$ cat src/rtl/ps2_scan_sequencer_pkg.sv
// Shared types and constants for the PS/2 scan-code sequencer.
package ps2_pkg;

    typedef enum logic [1:0] {
        ST_IDLE    = 2'd0,
        ST_EXT     = 2'd1,
        ST_BRK     = 2'd2,
        ST_EXT_BRK = 2'd3
    } ps2_state_e;

    localparam int START   = 0;
    localparam int DATA_LO = 1;
    localparam int DATA_HI = 8;
    localparam int PARITY  = 9;
    localparam int STOP    = 10;

    localparam logic [7:0] CODE_EXT  = 8'hE0;
    localparam logic [7:0] CODE_BRK  = 8'hF0;
    localparam logic [7:0] CODE_ERR0 = 8'h00;
    localparam logic [7:0] CODE_ERR1 = 8'hFF;

    typedef struct packed {
        logic [7:0] code;
        logic       ext;
        logic       rel;
    } key_event_t;

endpackage

$ cat src/rtl/ps2_scan_sequencer_if.sv
// Frame-receiver side and key-event consumer side of the sequencer.
interface ps2_scan_sequencer_if;
    logic        frame_valid;
    logic [10:0] frame;
    logic        rx_en;
    logic        key_valid;
    logic        key_ready;
    logic [7:0]  key_code;
    logic        key_ext;
    logic        key_release;

    modport master (
        input  frame_valid, frame, key_ready,
        output rx_en, key_valid, key_code, key_ext, key_release
    );

    modport slave (
        output frame_valid, frame, key_ready,
        input  rx_en, key_valid, key_code, key_ext, key_release
    );
endinterface

$ cat src/rtl/ps2_scan_sequencer_event_fifo.sv
// Small key-event FIFO; pointers carry an extra wrap bit to tell full from empty.
module ps2_event_fifo
    import ps2_pkg::*;
#(
    parameter int DEPTH = 4
) (
    input  logic       clk,
    input  logic       reset,
    input  logic       push,
    input  key_event_t push_data,
    output logic       full,
    output logic       valid,
    input  logic       ready,
    output key_event_t head
);
    localparam int AW = $clog2(DEPTH);

    logic [AW:0] wr_ptr;
    logic [AW:0] rd_ptr;
    key_event_t  mem [DEPTH];
    logic        pop;
    logic        push_ok;

    assign valid   = (wr_ptr != rd_ptr);
    assign full    = (wr_ptr[AW] != rd_ptr[AW]) && (wr_ptr[AW-1:0] == rd_ptr[AW-1:0]);
    assign pop     = valid & ready;
    assign push_ok = push & (~full | pop);
    assign head    = valid ? mem[rd_ptr[AW-1:0]] : '0;

    always_ff @(posedge clk) begin
        if (reset) begin
            wr_ptr <= '0;
            rd_ptr <= '0;
        end else begin
            if (push_ok) wr_ptr <= wr_ptr + {{AW{1'b0}}, 1'b1};
            if (pop)     rd_ptr <= rd_ptr + {{AW{1'b0}}, 1'b1};
        end
    end

    always_ff @(posedge clk) begin
        if (push_ok) mem[wr_ptr[AW-1:0]] <= push_data;
    end
endmodule

$ cat src/rtl/ps2_scan_sequencer.sv
// Checks PS/2 frames, folds E0/F0 prefixes into make/break events and queues them.
//
// state      | meaning
// -----------+---------------------------------------------
// S_IDLE     | no prefix pending
// S_EXT      | E0 seen, waiting for code or F0
// S_BRK      | F0 seen, next code is a break
// S_EXT_BRK  | E0 then F0 seen, next code is an extended break
module ps2_scan_sequencer
    import ps2_pkg::*;
#(
    parameter int TIMEOUT_CYCLES = 1_500_000,
    parameter int FIFO_DEPTH     = 4
) (
    input  logic                        clk,
    input  logic                        reset,
    ps2_scan_sequencer_if.master        bus,
    output logic                        frame_err,
    output logic [7:0]                  err_count,
    output logic                        overflow
);
    localparam logic [1:0] S_IDLE    = ST_IDLE;
    localparam logic [1:0] S_EXT     = ST_EXT;
    localparam logic [1:0] S_BRK     = ST_BRK;
    localparam logic [1:0] S_EXT_BRK = ST_EXT_BRK;

    localparam int            CW       = $clog2(TIMEOUT_CYCLES + 1);
    localparam logic [CW-1:0] TMO_LAST = CW'(TIMEOUT_CYCLES - 1);

    logic [1:0]    state;
    logic [1:0]    state_nxt;
    logic [CW-1:0] tmo_cnt;
    logic          tmo_hit;
    logic [7:0]    data;
    logic          good;
    logic          emit;
    key_event_t    ev;
    logic          fifo_full;
    logic          fifo_valid;
    key_event_t    fifo_head;
    logic          pop;

    assign data = bus.frame[DATA_HI:DATA_LO];
    // Odd parity over data+parity bit; 00/FF are keyboard error codes, not keys.
    assign good = ~bus.frame[START] & bus.frame[STOP] & (^bus.frame[PARITY:DATA_LO])
                  & (data != CODE_ERR0) & (data != CODE_ERR1);
    assign tmo_hit = (state != S_IDLE) && (tmo_cnt == TMO_LAST);

    always_comb begin
        state_nxt = state;
        emit      = 1'b0;
        ev        = '0;
        ev.code   = data;
        if (bus.frame_valid) begin
            if (!good) begin
                state_nxt = S_IDLE;
            end else begin
                case (state)
                    S_IDLE: begin
                        if (data == CODE_EXT)      state_nxt = S_EXT;
                        else if (data == CODE_BRK) state_nxt = S_BRK;
                        else                       emit = 1'b1;
                    end
                    S_EXT: begin
                        if (data == CODE_BRK) begin
                            state_nxt = S_EXT_BRK;
                        end else if (data != CODE_EXT) begin
                            emit      = 1'b1;
                            ev.ext    = 1'b1;
                            state_nxt = S_IDLE;
                        end
                    end
                    S_BRK: begin
                        emit      = 1'b1;
                        ev.rel    = 1'b1;
                        state_nxt = S_IDLE;
                    end
                    default: begin
                        emit      = 1'b1;
                        ev.ext    = 1'b1;
                        ev.rel    = 1'b1;
                        state_nxt = S_IDLE;
                    end
                endcase
            end
        end else if (tmo_hit) begin
            state_nxt = S_IDLE;
        end
    end

    always_ff @(posedge clk) begin
        if (reset) begin
            state     <= S_IDLE;
            tmo_cnt   <= '0;
            frame_err <= 1'b0;
            err_count <= '0;
            overflow  <= 1'b0;
        end else begin
            state     <= state_nxt;
            frame_err <= bus.frame_valid & ~good;
            if (bus.frame_valid & ~good & (err_count != 8'hFF))
                err_count <= err_count + 8'd1;
            if (emit & fifo_full & ~pop)
                overflow <= 1'b1;
            if (bus.frame_valid)
                tmo_cnt <= '0;
            else if (tmo_hit)
                tmo_cnt <= '0;
            else if (state != S_IDLE)
                tmo_cnt <= tmo_cnt + {{(CW-1){1'b0}}, 1'b1};
        end
    end

    ps2_event_fifo #(.DEPTH(FIFO_DEPTH)) u_fifo (
        .clk       (clk),
        .reset     (reset),
        .push      (emit),
        .push_data (ev),
        .full      (fifo_full),
        .valid     (fifo_valid),
        .ready     (bus.key_ready),
        .head      (fifo_head)
    );

    assign pop             = fifo_valid & bus.key_ready;
    assign bus.rx_en       = ~fifo_full;
    assign bus.key_valid   = fifo_valid;
    assign bus.key_code    = fifo_head.code;
    assign bus.key_ext     = fifo_head.ext;
    assign bus.key_release = fifo_head.rel;
endmodule

$ cat src/flat_wrapper.sv
// flat-port wrapper written by rule: the top's interface ports become plain ports
module ps2_scan_sequencer_flat import ps2_pkg::*;
#(
    parameter int TIMEOUT_CYCLES = 1_500_000,
    parameter int FIFO_DEPTH     = 4
)
  (clk, reset, frame_err, err_count, overflow, bus_frame_valid, bus_frame, bus_key_ready, bus_rx_en, bus_key_valid, bus_key_code, bus_key_ext, bus_key_release);
  ps2_scan_sequencer_if bus_i ();
  input  logic clk;
  input  logic reset;
  output logic frame_err;
  output logic [7:0] err_count;
  output logic overflow;
  input wire logic [$bits(bus_i.frame_valid)-1:0] bus_frame_valid;
  input wire logic [$bits(bus_i.frame)-1:0] bus_frame;
  input wire logic [$bits(bus_i.key_ready)-1:0] bus_key_ready;
  output wire logic [$bits(bus_i.rx_en)-1:0] bus_rx_en;
  output wire logic [$bits(bus_i.key_valid)-1:0] bus_key_valid;
  output wire logic [$bits(bus_i.key_code)-1:0] bus_key_code;
  output wire logic [$bits(bus_i.key_ext)-1:0] bus_key_ext;
  output wire logic [$bits(bus_i.key_release)-1:0] bus_key_release;
  assign bus_i.frame_valid = bus_frame_valid;
  assign bus_i.frame = bus_frame;
  assign bus_i.key_ready = bus_key_ready;
  assign bus_rx_en = bus_i.rx_en;
  assign bus_key_valid = bus_i.key_valid;
  assign bus_key_code = bus_i.key_code;
  assign bus_key_ext = bus_i.key_ext;
  assign bus_key_release = bus_i.key_release;
  ps2_scan_sequencer #(.TIMEOUT_CYCLES(TIMEOUT_CYCLES), .FIFO_DEPTH(FIFO_DEPTH)) u_core (.clk(clk), .reset(reset), .bus(bus_i), .frame_err(frame_err), .err_count(err_count), .overflow(overflow));
endmodule
$ cat config.mk
export PLATFORM = sky130hd
export DESIGN_NAME = ps2_scan_sequencer_flat
export DESIGN_NICKNAME = d
export VERILOG_FILES = /design/src/rtl/ps2_scan_sequencer_pkg.sv /design/src/rtl/ps2_scan_sequencer_if.sv /design/src/rtl/ps2_scan_sequencer_event_fifo.sv /design/src/rtl/ps2_scan_sequencer.sv /design/src/flat_wrapper.sv
export SDC_FILE = /design/constraint.sdc
export NUM_CORES = 1
export LEC_CHECK = 0
export CORE_UTILIZATION = 51
export DETAILED_ROUTE_END_ITERATION = 16
export PLACE_DENSITY = 0.79
export SLEW_MARGIN = 20
export SYNTH_ARGS = -nofsm -noshare
export SYNTH_HDL_FRONTEND = slang
export SYNTH_SLANG_ARGS = --single-unit
export TNS_END_PERCENT = 50
$ cat constraint.sdc
create_clock -name clk -period 2.9 [get_ports clk]
set_clock_uncertainty 0.2 [all_clocks]
set_input_delay 0.435 -clock clk [delete_from_list [all_inputs] [get_ports clk]]
set_output_delay 0.435 -clock clk [all_outputs]
set_load 0.05 [all_outputs]
== Word-level counts from Yosys, hierarchy flattened ==
Memory sizes are Yosys's and may differ from the RTL's. A register that Yosys moved wholly into a read port is not among the register bits.
Index checks and enable logic that the tools add are counted.
Widths: inputs -> output; s select.

* Register bits: 39
* Bits in writable memories: 40
* Input port bits: 15
* Output and inout port bits: 22
* Logic and storage cells: 75
* Memories: 1

{| class="wikitable"
|+ Memory list
! memory !! words !! bits a word !! read ports !! clocked after Yosys merged registers in !! write ports !! line !! RTL
|-
| u_core.u_fifo.mem || 4 || 10 || 1 || 1 || 1 || ps2_scan_sequencer_event_fifo.sv:20 || <nowiki>key_event_t mem [DEPTH];</nowiki>
|}

* Add/subtract/negate cells: 4
* Equality and inequality tests: 13
* Mux-type cells: 24
* Bitwise logic cells: 15
* Reductions and logical operators: 11

{| class="wikitable"
|+ Operators by type and width
! cell !! count
|-
| $ne 8x8->1 const B || 3
|-
| $mux 2 || 11
|-
| $add 21x1->21 const B || 1
|-
| $eq 21x21->1 const B || 1
|-
| $eq 8x8->1 const B || 2
|-
| $and 1x1->1 || 10
|-
| $mux 10 || 1
|-
| $ne 5x5->1 const B || 2
|-
| $mux 1 || 9
|-
| $reduce_xor 9->1 || 1
|-
| $add 8x1->8 const B || 1
|-
| $reduce_bool 8->1 || 1
|-
| $add 3x1->3 const B || 2
|-
| $not 1->1 || 4
|-
| $pmux 1 s2 || 2
|-
| $pmux 2 s2 || 1
|-
| $reduce_bool 2->1 || 2
|-
| $reduce_or 2->1 || 2
|-
| $ne 3x3->1 || 1
|-
| $reduce_and 3->1 || 1
|-
| $reduce_or 3->1 || 1
|-
| $eq 2x1->1 const B || 1
|-
| $eq 2x2->1 || 1
|-
| $eq 2x2->1 const B || 1
|-
| other kinds (4) || 5
|}

== Depth between registers and ports, before layout ==
* Depth in word-level cells: 10
* Mapped depth: 7
* Depth with buffers taken out: 7

== Modules after synthesis ==
From an unflattened synthesis, not the netlist that was laid out.

* Cells, all modules: 325
* Area, all modules: 3783.6 um2

{| class="wikitable"
|+ Modules (own cells, without submodules)
! module !! times used !! cells each !! area each (um2) !! seq. area each (um2)
|-
| ps2_event_fifo || 1 || 117 || 2039.5 || 1361.3
|-
| ps2_scan_sequencer || 1 || 208 || 1744.2 || 660.6
|}

== Worst setup path before layout ==
Ideal clock, no wire load.

* Kind: input port to flip-flop
* From: in bus_frame[7]
* To: mem u_core.u_fifo.mem[3][0] (netlist name) (enable)
* Setup time: 388 ps
* Arrival time: 2191 ps
* Setup slack: 120 ps
* Stages on the path: 5
* Buffers on the path: 0
* Cells stage by stage: inv_1 ha_1 xnor3_2 xnor2_4 nor4_2

* Word-level cells in the longest chain between the ends: 9
* Elaborated cells between the ends (all ways): 19
* Those cells by class: eq/ne (4); mux (9); bitwise (4); reduce/logical (2)

{| class="wikitable"
|+ RTL lines
! element !! line !! RTL
|-
| start, declared || flat_wrapper.sv:15 || <nowiki>input wire logic [$bits(bus_i.frame)-1:0] bus_frame;</nowiki>
|-
| $ne 8x8->1 (tied with other cells) || ps2_scan_sequencer.sv:67 || <nowiki>end else if (data != CODE_EXT) begin</nowiki>
|-
| $mux 1 (tied with other cells) || ps2_scan_sequencer.sv:67 ||
|-
| $mux 1 (tied with other cells) || ps2_scan_sequencer.sv:65 || <nowiki>if (data == CODE_BRK) begin</nowiki>
|-
| $pmux 1 s2 / $and 1x1->1 (equally long branches) || ps2_scan_sequencer.sv:58, ps2_scan_sequencer.sv:46 ||
|-
| $mux 1 * || ps2_scan_sequencer.sv:55 || <nowiki>if (!good) begin</nowiki>
|-
| $mux 1 * || ps2_scan_sequencer.sv:54 || <nowiki>if (bus.frame_valid) begin</nowiki>
|-
| $and 1x1->1 * || ps2_scan_sequencer_event_fifo.sv:27 || <nowiki>assign push_ok = push & (~full | pop);</nowiki>
|-
| $mux 1 * || ps2_scan_sequencer_event_fifo.sv:41 || <nowiki>if (push_ok) mem[wr_ptr[AW-1:0]] <= push_data;</nowiki>
|-
| $mux 1 (implied by the code) * || ps2_scan_sequencer_event_fifo.sv:41 ||
|-
| end, declared || ps2_scan_sequencer_event_fifo.sv:20 ||
|}

Mark *: on every way between the ends. The rest lies on a longest branch, timed or not.

== Final worst setup path ==
* From: in bus_frame[3]
* To: mem u_core.u_fifo.mem[1][9] (netlist name) (enable)

The elaborated chain is that of the path after synthesis.

==> reports/qor.yml <==
status:
  status: "finished, final reports clean"
cells_and_area:
  fin_nets: 415
  final_core_util_pct: 66.9
  n_antenna_cell: 0
  area_growth_pct: 23.9
  drive_gt1_share_pct: 19.3
clock_tree:
  cts_buffer_depth: 2
  cts_root_buf: "clkbuf_8"
  cts.clk_slew.worst_paths_ps: 70
  cts_tree: "built"
  cts_inserted_buffers: 9
  clock_sinks: 81
  htree_levels: 3
  hold_buffers: 0
  clkLatencyLatePin_ps: 340
  cts_resized: 0
  post_cts.repair.setup_buffers: 0
routing:
  met1Wirelength_um: 3210
  drc: 0
  wl_per_cell_um: 14.3
  ant_nets: 0
  met3_length_um: 268
  met2_length_um: 3340
  avgViaCountPerCell: 5.22
  dr.max_layer_used: "met4"
  routed_wl_um: 6940
  drt-pass1-iter-count: 4
  drt_iter0_markers: 98
  vias: 2533
sta:
  period_needed_ps: 2780
  finalSetupTns_ps: 0
  slew_headroom_pct: 61.6
  drv_slew: 0
  max_freq_mhz: 360
  worst_pin_slew_ps: 570
  whs_ps: 288
  rsz0062_at_grt: "false"
  finalCritPeriodShare_pct: 95.8
  finalSetupViolCount: 0
  hold_viol_final: 0
global_route:
  grt-ovfl-total: 0
  track_usage_pct: 19.7
  grt_max_degree: 22
  first_global_vias: 2395
  grt_pass1_wl_um: 11300
  grt_antenna_before_repair: 0
critical_path:
  crit_path_start_kind: "input port"
  worstPathArrival_ps: 2640
  cp_slowest_cell: "clkdlybuf4s50_1"
  crit_required_ps: 2760
  path_max_fanout: 10
  slowest_delay_ps: 490
  crit_chain: "clkdlybuf4s50_1, inv_1, ha_1, xnor3_2, xnor2_4, nor4b_4, and2_1, buf_12"
  worstSetupEndpointType: "flop"
  path_class: "input port to flop"
synth:
  ys_ff_latch: 81
  async_flop_share_pct: 0
  ys_seq_area_share_pct: 54.0
  synth_edf_count: 40
  synthCells: 315
  synth_nets: 346
  synth_cell_types: 46
  ys.flop_type: "dfxtp_1"
  postSynthAreaPerCell_um2: 11.9
  netlist_area_um2: 3750
  synth_warnings: 0
placed_design:
  dp_hpwl_um: 5120
  gp_congestion: 0.801
  numPortBuffers: 36
floorplanning:
  die_w_um: 87.7
  core_region_area_um2: 6940
  top_level_ports: 37
  die_h_um: 87.7
  dieArea_um2: 7690
  num_rows: 30
  start_util_pct: 54.0
power_and_ir_drop:
  p_int_mw: 1.90
  pwr-share-comb_pct: 17.7
  peakVddDrop_uv: 258
  total_power_mw: 2.54
  p_leak_nw: 1.67
  p_per_area_nw_per_um2: 547
  switching_power_mw: 0.642
  clkPwrFrac_pct: 33.8
  switching_share_pct: 25.3
  power_frac_seq_pct: 48.5
job:
  max-cap-violations: 0
min_path:
  min_path_type: "flop to flop"
[final cells by class]
cell class	count	area [um^2]
tap	96	120
multi-input combinational	210	1630
sequential	81	2020
clock inverter	5	81.3
fill	530	2300
timing repair buffer	65	591
inverter	17	63.8
clock buffer	11	131
[Yosys cell counts, types with 5 or more instances]
master,count,share of area (%)
o21ai_0,7,0.93
nor3_1,5,0.67
dfxtp_1,41,22
nand2_1,13,1.3
ha_1,16,5.3
clkbuf_1,6,0.60
xnor2_1,13,3.0
nor2b_1,13,2.2
xor2_1,17,4.0
nand3_1,11,1.5
mux4_2,10,6.0
and2_1,6,1.0
inv_1,17,1.7
nor2_1,45,4.5
nand4_1,11,1.8
edfxtp_1,40,32
[kinds of logic (layout without fill, tap and decap cells)]
family                   count (synthesis)  in the layout  synth area share [%]
AO/OA/AOI/OAI                           21             21                  4.07
XOR/XNOR                                33             33                  9.11
adder cells (fa/ha/maj)                 16             16                  5.34
buffers and inverters                   24             98                  2.44
flip-flops                              81             81                  54.0
multiplexers                            14             14                  7.11
AND/OR/NAND/NOR                        126            126                  18.0
[sequential cells by signal, indices dropped and copies added, names as in the netlist, named ones only]
signal / cells
u_core.u_fifo.wr_ptr: 3
u_core.tmo_cnt: 21
u_core.frame_err: 1
u_core.u_fifo.rd_ptr: 3
u_core.u_fifo.mem: 40
u_core.overflow: 1
u_core.err_count: 8
u_core.state: 2
[cell usage in the layout, fill, tap and decap left out, drive strengths merged, types with 3 or more instances in the layout]
master,netlist,layout
nor2,45,45
dfxtp,41,41
edfxtp,40,40
buf,1,39
clkdlybuf4s50,0,26
inv,17,17
xor2,17,17
ha,16,16
xnor2,15,15
nor2b,13,13
nand2,13,13
nand4,11,11
nand3,11,11
clkbuf,6,11
mux4,10,10
o21ai,7,7
and2,6,6
nor3,5,5
and3,4,4
o211ai,4,4
nor4,4,4
mux2i,3,3
[per-stage QoR]
stage          instance area, um^2  setup WS [ps]  std cells
2_1_floorplan                 3750            120        315
3_3_place_gp                  4430           -162        469
3_5_place_dp                  4430           -249        469
4_1_cts                       4640            101        485
5_1_grt                       4640           8.13        485
6_report                      4640            122        485
[power groups by stage]
stage	Combinational, mW	Sequential, mW	Clock [mW]
after floorplan	0.273	1.27	0
after global placement	0.443	1.26	0
after detailed placement	0.453	1.26	0
after CTS	0.455	1.23	0.875
after global routing	0.482	1.23	0.932
final	0.450	1.23	0.859
[critical path: cells and delay by family]
family	cells	cell delay [ps]
buf+inv	3	690
simple gates	2	560
xor+xnor	2	620
fa+ha+maj	1	330
[final timing paths]
kind,start,to,slack (ps),cells after the start
worst min register to register,u_core.tmo_cnt[1],u_core.tmo_cnt[1],290,2
worst max-delay path,bus_frame[3],u_core.u_fifo.mem[1][9],120,8
worst max register to register,u_core.tmo_cnt[0],u_core.tmo_cnt[13],850,7
worst min-delay path,u_core.tmo_cnt[1],u_core.tmo_cnt[1],290,2
[metal layers]
layer	global-route usage, %	vias to the layer above
li1	-	1260
met2	32.7	47
met1	25.1	1215
met4	7.60	0
met3	4.62	11
met5	0	-
Power figures use the tool's default switching activity.
